$ cat src/rtl/clint_rtc_gen.sv
// clint_rtc_gen: real-time clock generator feeding the CLINT rt_clk input.
// A 32-bit phase accumulator (NCO) advanced by INC every clk cycle produces a
// nominal 32.768 kHz square wave on rt_clk (registered acc[31]). A small
// valid/ready register port gives software enable/clear, rate trim and a
// rising-edge counter.
//
// Build option: define CLINT_RTC_TRIM_EN to make INC writable at runtime;
// otherwise INC is hardwired to INC_DEFAULT and writes to 0x4 are ignored.
//
// Ports:
//   clk      system clock
//   reset    synchronous, active-high reset
//   valid    request valid
//   address  request address (only address[3:2] decoded)
//   wdata    write data
//   wstrb    write strobes; a write happens only when all ones
//   rdata    read data, valid while ready=1
//   ready    one-cycle response pulse, one cycle after valid
//   rt_clk   generated real-time clock
//   rt_tick  one-clk pulse in the cycle rt_clk rises
//
// Register map (address[3:2]):
//   0x0 CTRL  bit0 enable (RW), bit1 clear (write-1 pulse, reads 0)
//   0x4 INC   phase increment, bit 31 forced to 0
//   0x8 ACC   accumulator (RO)
//   0xC EDGES rising-edge count (RW)
module clint_rtc_gen #(
  parameter int unsigned ADDR_W      = 32,
  parameter int unsigned DATA_W      = 32,
  parameter logic [31:0] INC_DEFAULT = 32'h0015_798F,
  parameter logic        EN_DEFAULT  = 1'b1
) (
  input  logic                clk,
  input  logic                reset,
  input  logic                valid,
  input  logic [ADDR_W-1:0]   address,
  input  logic [DATA_W-1:0]   wdata,
  input  logic [DATA_W/8-1:0] wstrb,
  output logic [DATA_W-1:0]   rdata,
  output logic                ready,
  output logic                rt_clk,
  output logic                rt_tick
);

  localparam int unsigned STRB_W = DATA_W / 8;
  localparam int unsigned SEL_W  = 2;

  localparam logic [SEL_W-1:0] REG_CTRL  = 2'd0;
  localparam logic [SEL_W-1:0] REG_INC   = 2'd1;
  localparam logic [SEL_W-1:0] REG_ACC   = 2'd2;
  localparam logic [SEL_W-1:0] REG_EDGES = 2'd3;

  logic [DATA_W-1:0] acc_q;
  logic [DATA_W-1:0] edges_q;
  logic              enable_q;
  logic [DATA_W-1:0] inc_c;

  logic              wr_c;
  logic [SEL_W-1:0]  sel_c;
  logic              clear_c;
  logic [DATA_W-1:0] acc_nxt_c;
  logic              tick_c;
  logic [DATA_W-1:0] rdata_c;

  // Address bits outside [3:2] carry no meaning for this block.
  logic unused_addr_c;
  assign unused_addr_c = ^{address[ADDR_W-1:4], address[1:0]};

`ifdef CLINT_RTC_TRIM_EN
  logic [DATA_W-1:0] inc_q;

  // Runtime-trimmable increment; bit 31 kept clear so at most one edge per cycle.
  always_ff @(posedge clk) begin
    if (reset) begin
      inc_q <= DATA_W'(INC_DEFAULT);
    end else if (wr_c && (sel_c == REG_INC)) begin
      inc_q <= {1'b0, wdata[DATA_W-2:0]};
    end
  end

  assign inc_c = inc_q;
`else
  assign inc_c = DATA_W'(INC_DEFAULT);
`endif

  // Request decode, NCO next state, edge detect and read mux.
  always_comb begin
    wr_c      = valid && (wstrb == {STRB_W{1'b1}});
    sel_c     = address[3:2];
    clear_c   = wr_c && (sel_c == REG_CTRL) && wdata[1];
    acc_nxt_c = acc_q;
    tick_c    = 1'b0;
    rdata_c   = '0;

    // Clear overrides accumulation and lands acc at 0, so it never ticks.
    if (clear_c) begin
      acc_nxt_c = '0;
    end else if (enable_q) begin
      acc_nxt_c = acc_q + inc_c;
    end

    tick_c = !rt_clk && acc_nxt_c[DATA_W-1];

    unique case (sel_c)
      REG_CTRL:  rdata_c = DATA_W'(enable_q);
      REG_INC:   rdata_c = inc_c;
      REG_ACC:   rdata_c = acc_q;
      REG_EDGES: rdata_c = edges_q;
      default:   rdata_c = '0;
    endcase
  end

  // NCO state, rt_clk/rt_tick outputs and the edge counter.
  always_ff @(posedge clk) begin
    if (reset) begin
      acc_q    <= '0;
      rt_clk   <= 1'b0;
      rt_tick  <= 1'b0;
      edges_q  <= '0;
      enable_q <= EN_DEFAULT;
    end else begin
      acc_q   <= acc_nxt_c;
      rt_clk  <= acc_nxt_c[DATA_W-1];
      rt_tick <= tick_c;

      if (wr_c && (sel_c == REG_CTRL)) begin
        enable_q <= wdata[0];
      end

      // A software load takes priority over a coincident tick.
      if (wr_c && (sel_c == REG_EDGES)) begin
        edges_q <= wdata;
      end else if (tick_c) begin
        edges_q <= edges_q + DATA_W'(1);
      end
    end
  end

  // Single-cycle response; reset drops any in-flight acknowledge.
  always_ff @(posedge clk) begin
    if (reset) begin
      ready <= 1'b0;
      rdata <= '0;
    end else begin
      ready <= valid;
      rdata <= valid ? rdata_c : '0;
    end
  end

endmodule
$ cat config.mk
export PLATFORM = sky130hd
export DESIGN_NAME = clint_rtc_gen
export DESIGN_NICKNAME = d
export VERILOG_FILES = /design/src/rtl/clint_rtc_gen.sv
export SDC_FILE = /design/constraint.sdc
export NUM_CORES = 1
export LEC_CHECK = 0
export ABC_AREA = 0
export ABC_CLOCK_PERIOD_IN_PS = 2250
export CORE_MARGIN = 8
export CORE_UTILIZATION = 40
export DETAILED_ROUTE_END_ITERATION = 6
export HOLD_SLACK_MARGIN = 0.03
export SETUP_SLACK_MARGIN = 0.15
export SLEW_MARGIN = 20
export SYNTH_ARGS = -nofsm -noshare
export SYNTH_HDL_FRONTEND = slang
export SYNTH_SLANG_ARGS = --single-unit
$ cat constraint.sdc
create_clock -name clk -period 2.25 [get_ports clk]
set_input_delay 0.5625 -clock clk [delete_from_list [all_inputs] [get_ports clk]]
set_output_delay 0.5625 -clock clk [all_outputs]
set_load 0.05 [all_outputs]
==> results.sh <==
export IMPL_routedWlPerCell_um=17.9
export IMPL_fmax_mhz=474
export IMPL_grt_pass1_wl_um=24900
export IMPL_setup_worst_path_end_class="flip-flop"
export IMPL_worst_path_max_fanout=5
export IMPL_hold_buffers=0
export IMPL_ys_seq_area_frac=0.375
export IMPL_max_slew_margin_rel=0.639
export IMPL_grt_usage=0.188
export IMPL_final_common_cell="nor2_1"
export IMPL_fin_nets=788
export IMPL_cellPowerDensity_nw_per_um2=662
export IMPL_outcome="completed"
export IMPL_startpoint_type="flip-flop"
export IMPL_clock_skew_ns=0.0100
export IMPL_cts_tree="done"
export IMPL_layout_drive_gt1_share=0.275
export IMPL_vias=4804
export IMPL_drc_errors=0
export IMPL_cp_required_ns=2.52
export IMPL_core_um2=13100
export IMPL_crit_type="reg2reg"
export IMPL_holdPathStages=2
export IMPL_cts_sinks=99
export IMPL_start_util=0.404
export IMPL_synth_top_area_cell="dfxtp_1"
export IMPL_n_fill_cell=1139
export IMPL_antenna_found_initial=0
export IMPL_r2r_end="edges_q[27]"
export IMPL_port_buffers=75
export IMPL_p_leak_uw=0.00275
export IMPL_syn2layout_area_growth_pct=43.7
export IMPL_firstDrtPassIters=5
export IMPL_pin_count=106
export IMPL_grt_max_degree=30
export IMPL_synth_seq_cells=99
export IMPL_overflow=0
export IMPL_rsz0062_at_grt="yes"
export IMPL_regArea_um2=2000
export IMPL_grt_pass1_vias=4756
export IMPL_cts_made_buffers=9
export IMPL_syn_num_nets=646
export IMPL_max_cap_violations=0
export IMPL_hold_path_class="reg2reg"
export IMPL_worst_skew_pair_late_latency_ns=0.36
export IMPL_drt_initial_drc_count=356
export IMPL_clk_path_buf_depth=2
export IMPL_yosysUniqueCellTypes=61
export IMPL_ant_nets=0
export IMPL_arrival_ns=2.38
export IMPL_r2r_start="acc_q[1]"
export IMPL_drt_wl_total_um=16100
export IMPL_synth_edf_count=0
export IMPL_cts_root_buf="clkbuf_16"
export IMPL_h_tree_depth=3
export IMPL_multi_input_area_um2=3370
export IMPL_setup_violations=0
export IMPL_ir_worst_vdd_mv=0.416
export IMPL_diodes=0
export IMPL_fin_crit_sh=0.937
export IMPL_yosysWarnings=0
export IMPL_layout_cells_non_filler=896
export IMPL_clk_pin_slew_ns=0.07
export IMPL_die_area_um2=17100
export IMPL_synth_area_leaders="dfxtp_1 (38%), a2111oi_4 (7.8%), nor2_1 (6.8%)"
export IMPL_syn_mean_instance_area_um2=9.22
export IMPL_drt_vias_per_instance=5.36
export IMPL_drv_slew=0
export IMPL_die_w_um=131
export IMPL_dp_hpwl_um=11600
export IMPL_fp_dieH_um=131
export IMPL_num_rows=42
export IMPL_r2r_setup_slack_ns=0.14
export IMPL_min_period_ns=2.11
export IMPL_worst_slew_pin_slew_ns=0.541
export IMPL_gp_congestion=0.855
export IMPL_tns_ns=0
export IMPL_hold_end="rdata[3]"
export IMPL_synth_top_area_share=0.375
export IMPL_dp_cells=863
export IMPL_min_delay_start="acc_q[3]"
export IMPL_finalHoldViolations=0
export IMPL_reg2reg_depth=9
export IMPL_synth_cells=573
export IMPL_synthArstFlopShare=0
export IMPL_synth_top_flop_cell="dfxtp_1"
export IMPL_synth_area_um2=5280
export IMPL_final_cell_mix="nor2_1 (94), dfxtp_1 (88), buf_4 (80)"
==> what timing repair did <==
action / CTS / global route
setup buffers: 10 / 4
gates cloned: 2 / 1
pin swaps: 27 / 35
setup endpoints to repair: 40 / 53
resized for setup: 39 / 43
==> metrics by stage <==
stage / area (um^2) / hold WS [ns] / total power, uW / setup WS, ns / util
floorplan: 5280 / 0.456 / 2880 / 0.181 / -
global placement: 6730 / 0.492 / 3320 / -0.312 / 0.514
detailed placement: 6730 / 0.500 / 3350 / -0.383 / 0.514
CTS: 7360 / 0.510 / 4960 / 0.108 / 0.563
global route: 7590 / 0.533 / 5240 / 0.0413 / 0.580
finish: 7590 / 0.513 / 5020 / 0.141 / 0.580
==> cells by family (layout without fill, tap and decap cells) <==
family,count (synthesis),after routing,synth area share
AO/OA/AOI/OAI,120,120,0.231
XOR/XNOR,47,47,0.0779
adder cells (fa/ha/maj),2,2,0.00474
buffers and inverters,54,201,0.0476
flip-flops,99,99,0.375
multiplexers,22,22,0.0417
AND/OR/NAND/NOR,229,229,0.222
==> worst max-delay path, stage by stage (launching register included) <==
cell       delay [ns]
dfxtp_2          0.34
buf_6            0.10
nor4_2           0.03
buf_4            0.14
o211ai_4         0.19
nand3_4          0.19
buf_12           0.20
a2111oi_4        0.44
nand3b_1         0.13
a311oi_1         0.26
==> layout make-up <==
cell class	count	area share
flip-flops and latches	99	0.263
well taps	176	0.0290
clock inverters	5	0.00494
clock buffers	11	0.0320
multi-input cells	420	0.445
repair buffers	172	0.220
inverters	13	0.00643
==> report_power, final <==
group          internal, uW  switching [uW]
Clock                   785             703
Combinational           614             850
Sequential             1900             167
==> synthesized netlist by cell type (2+ instances only) <==
master / number
buf_4: 2
nor3_1: 7
xor2_1: 16
nor4_2: 3
a2111oi_2: 8
a2111oi_4: 15
a2111oi_1: 2
a211oi_2: 3
and3_1: 6
nor4_1: 8
xnor2_1: 31
or3_1: 4
nand3_1: 20
a211oi_1: 23
nand2_1: 44
a21boi_1: 2
clkbuf_1: 25
nand2b_1: 4
and4_1: 5
inv_1: 13
buf_6: 3
or4_1: 4
buf_2: 6
mux2i_1: 22
o21ai_0: 18
a21o_1: 2
nand3b_1: 4
nor2_1: 96
ha_1: 2
a21oi_1: 23
o31ai_1: 3
a22o_1: 2
a311oi_1: 5
buf_1: 4
nand4_1: 13
dfxtp_1: 99
nor4_4: 2
==> worst max-delay path by stage <==
stage / end / depth (start not counted) / startpoint
after floorplan: edges_q[22] / 7 / address[2]
after global placement: acc_q[18] / 9 / address[3]
after detailed placement: edges_q[4] / 8 / address[3]
after CTS: edges_q[27] / 9 / acc_q[1]
after global routing: edges_q[7] / 10 / acc_q[1]
final: edges_q[27] / 9 / acc_q[1]
==> registers in the layout (all words and copies together) (netlist names) <==
register / cells
rdata: 32
ready: 1
acc_q: 31
enable_q: 1
rt_clk: 1
edges_q: 32
rt_tick: 1
==> routing by layer <==
layer,vias up,share of wire,track usage
li1,2346,-,-
met1,2317,0.44,0.230
met2,119,0.48,0.314
met3,22,0.057,0.0459
met4,0,0.023,0.0716
met5,-,0,0
Note: power is estimated with default switching activity, not from simulation.
==> RTL edit: new RTL, config.mk and constraints unchanged <==
`rdata` no longer has a reset.
--- a/src/rtl/clint_rtc_gen.sv
+++ b/src/rtl/clint_rtc_gen.sv
@@ -142,6 +142,4 @@
       ready <= 1'b0;
-      rdata <= '0;
     end else begin
       ready <= valid;
-      rdata <= valid ? rdata_c : '0;
     end
@@ -149,2 +147,6 @@
 
+  always_ff @(posedge clk) begin
+    rdata <= valid ? rdata_c : '0;
+  end
+
 endmodule
Formal check against the unedited RTL: not equivalent (a bounded check fails within 4 cycles, from zero or initial values and one cycle with reset high).
==> RTL edit against the unedited design <==
Die area fell by 6.5%; routed wire length fell by 8.2%; largest cell class unchanged; total power fell by 1.6%; area after synthesis fell by 7.4%; worst setup slack improved by 0.0049 ns; synthesized cell count fell by 0.52%; critical endpoint is now edges_q[21]; sequential cell count did not move; clock skew rose by 0.00097 ns; sequential share of layout area rose by 2.4 points; count of clock-buffer cells in the layout rose by 3; sequential power barely moved; first-iteration DRC count fell by 21%; cell area fell by 7.9%.
==> RTL edit: results <==
set metrics [dict create \
    dp_slack_ns -0.338 \
    place_inst 831 \
    firstDrtPassIters 4 \
    largestRegisters "acc_q: 32 flops, edges_q: 32 flops, rdata: 32 flops" \
    critPathMaxFanout 8 \
    fin_nets 786 \
    holdPathEnd "rdata[15]" \
    fin_worst_hold_slack_ns 0.513 \
    wl_met2_um 7120 \
    post-route-period-util 0.935 \
    comb-power_w 0.00124 \
    leakage_nw 2.74 \
    ys_seq_area_frac 0.405 \
    yosysUniqueCellTypes 60 \
    crit_path_end "edges_q[21]" \
    finClkSkew_ns 0.0110 \
    cp_slowest_cell "a2111o_1" \
    drive_above_1_share 0.240 \
    synth_common_cells "nor2_1 (109), dfxtp_1 (99), nand2_1 (42)" \
    synth_nets 643 \
    critPathLaunch "acc_q[14]" \
    post_dp_cell_area_um2 6260 \
    status "completed" \
    place_congestion 0.841 \
    wl_met3_um 935 \
    vias_per_cell 5.36 \
    synth_xor_area_frac 0.0824 \
    synth_mux_area_frac 0.0473 \
    wl_met1_um 6350 \
    p_int_w 0.00347 \
    grt_max_degree 36 \
    max_stage_delay_ns 0.50 \
    max-vdd-ir-drop_mv 0.552 \
    yosysMostFrequentCell "nor2_1" \
    cts_resized 24 \
    drt_iter0_drc 281 \
    synth-compound-area-share 0.147 \
    relSlewSlack 0.588 \
    synth-adder-area-share 0.00512 \
    post_cts_buffers 5 \
    worst_hold_startpoint "acc_q[15]" \
]
==> RTL edit: final cells by class <==
| class | instances | area (um^2) |
|---|---|---|
| multi-input cells | 429 | 2960 |
| fillers | 1067 | 4970 |
| repair buffers | 167 | 1500 |
| inverters | 7 | 26.3 |
| clock inverters | 1 | 30.0 |
| clock buffers | 14 | 284 |
| flip-flops and latches | 99 | 2010 |
| well taps | 147 | 184 |
==> RTL edit: worst reg2reg max path: stages, from the launching register on <==
cell	delay, ns
dfxtp_4	0.37
nor4_4	0.06
a2111o_1	0.50
o22ai_4	0.28
nand3_4	0.17
or4_4	0.45
a311oi_2	0.20
==> RTL edit: cell families after synthesis <==
logic type,after synthesis
AND/OR/NAND/NOR,257
multiplexers,23
XOR/XNOR,46
AO/OA/AOI/OAI,101
buffers and inverters,42
adder cells (fa/ha/maj),2
flip-flops,99
==> RTL edit: per-layer routing <==
layer / up-vias / GRT usage
met3: 23 / 0.0519
met2: 106 / 0.311
met5: - / 0
met4: 0 / 0.0722
li1: 2307 / -
met1: 2195 / 0.222
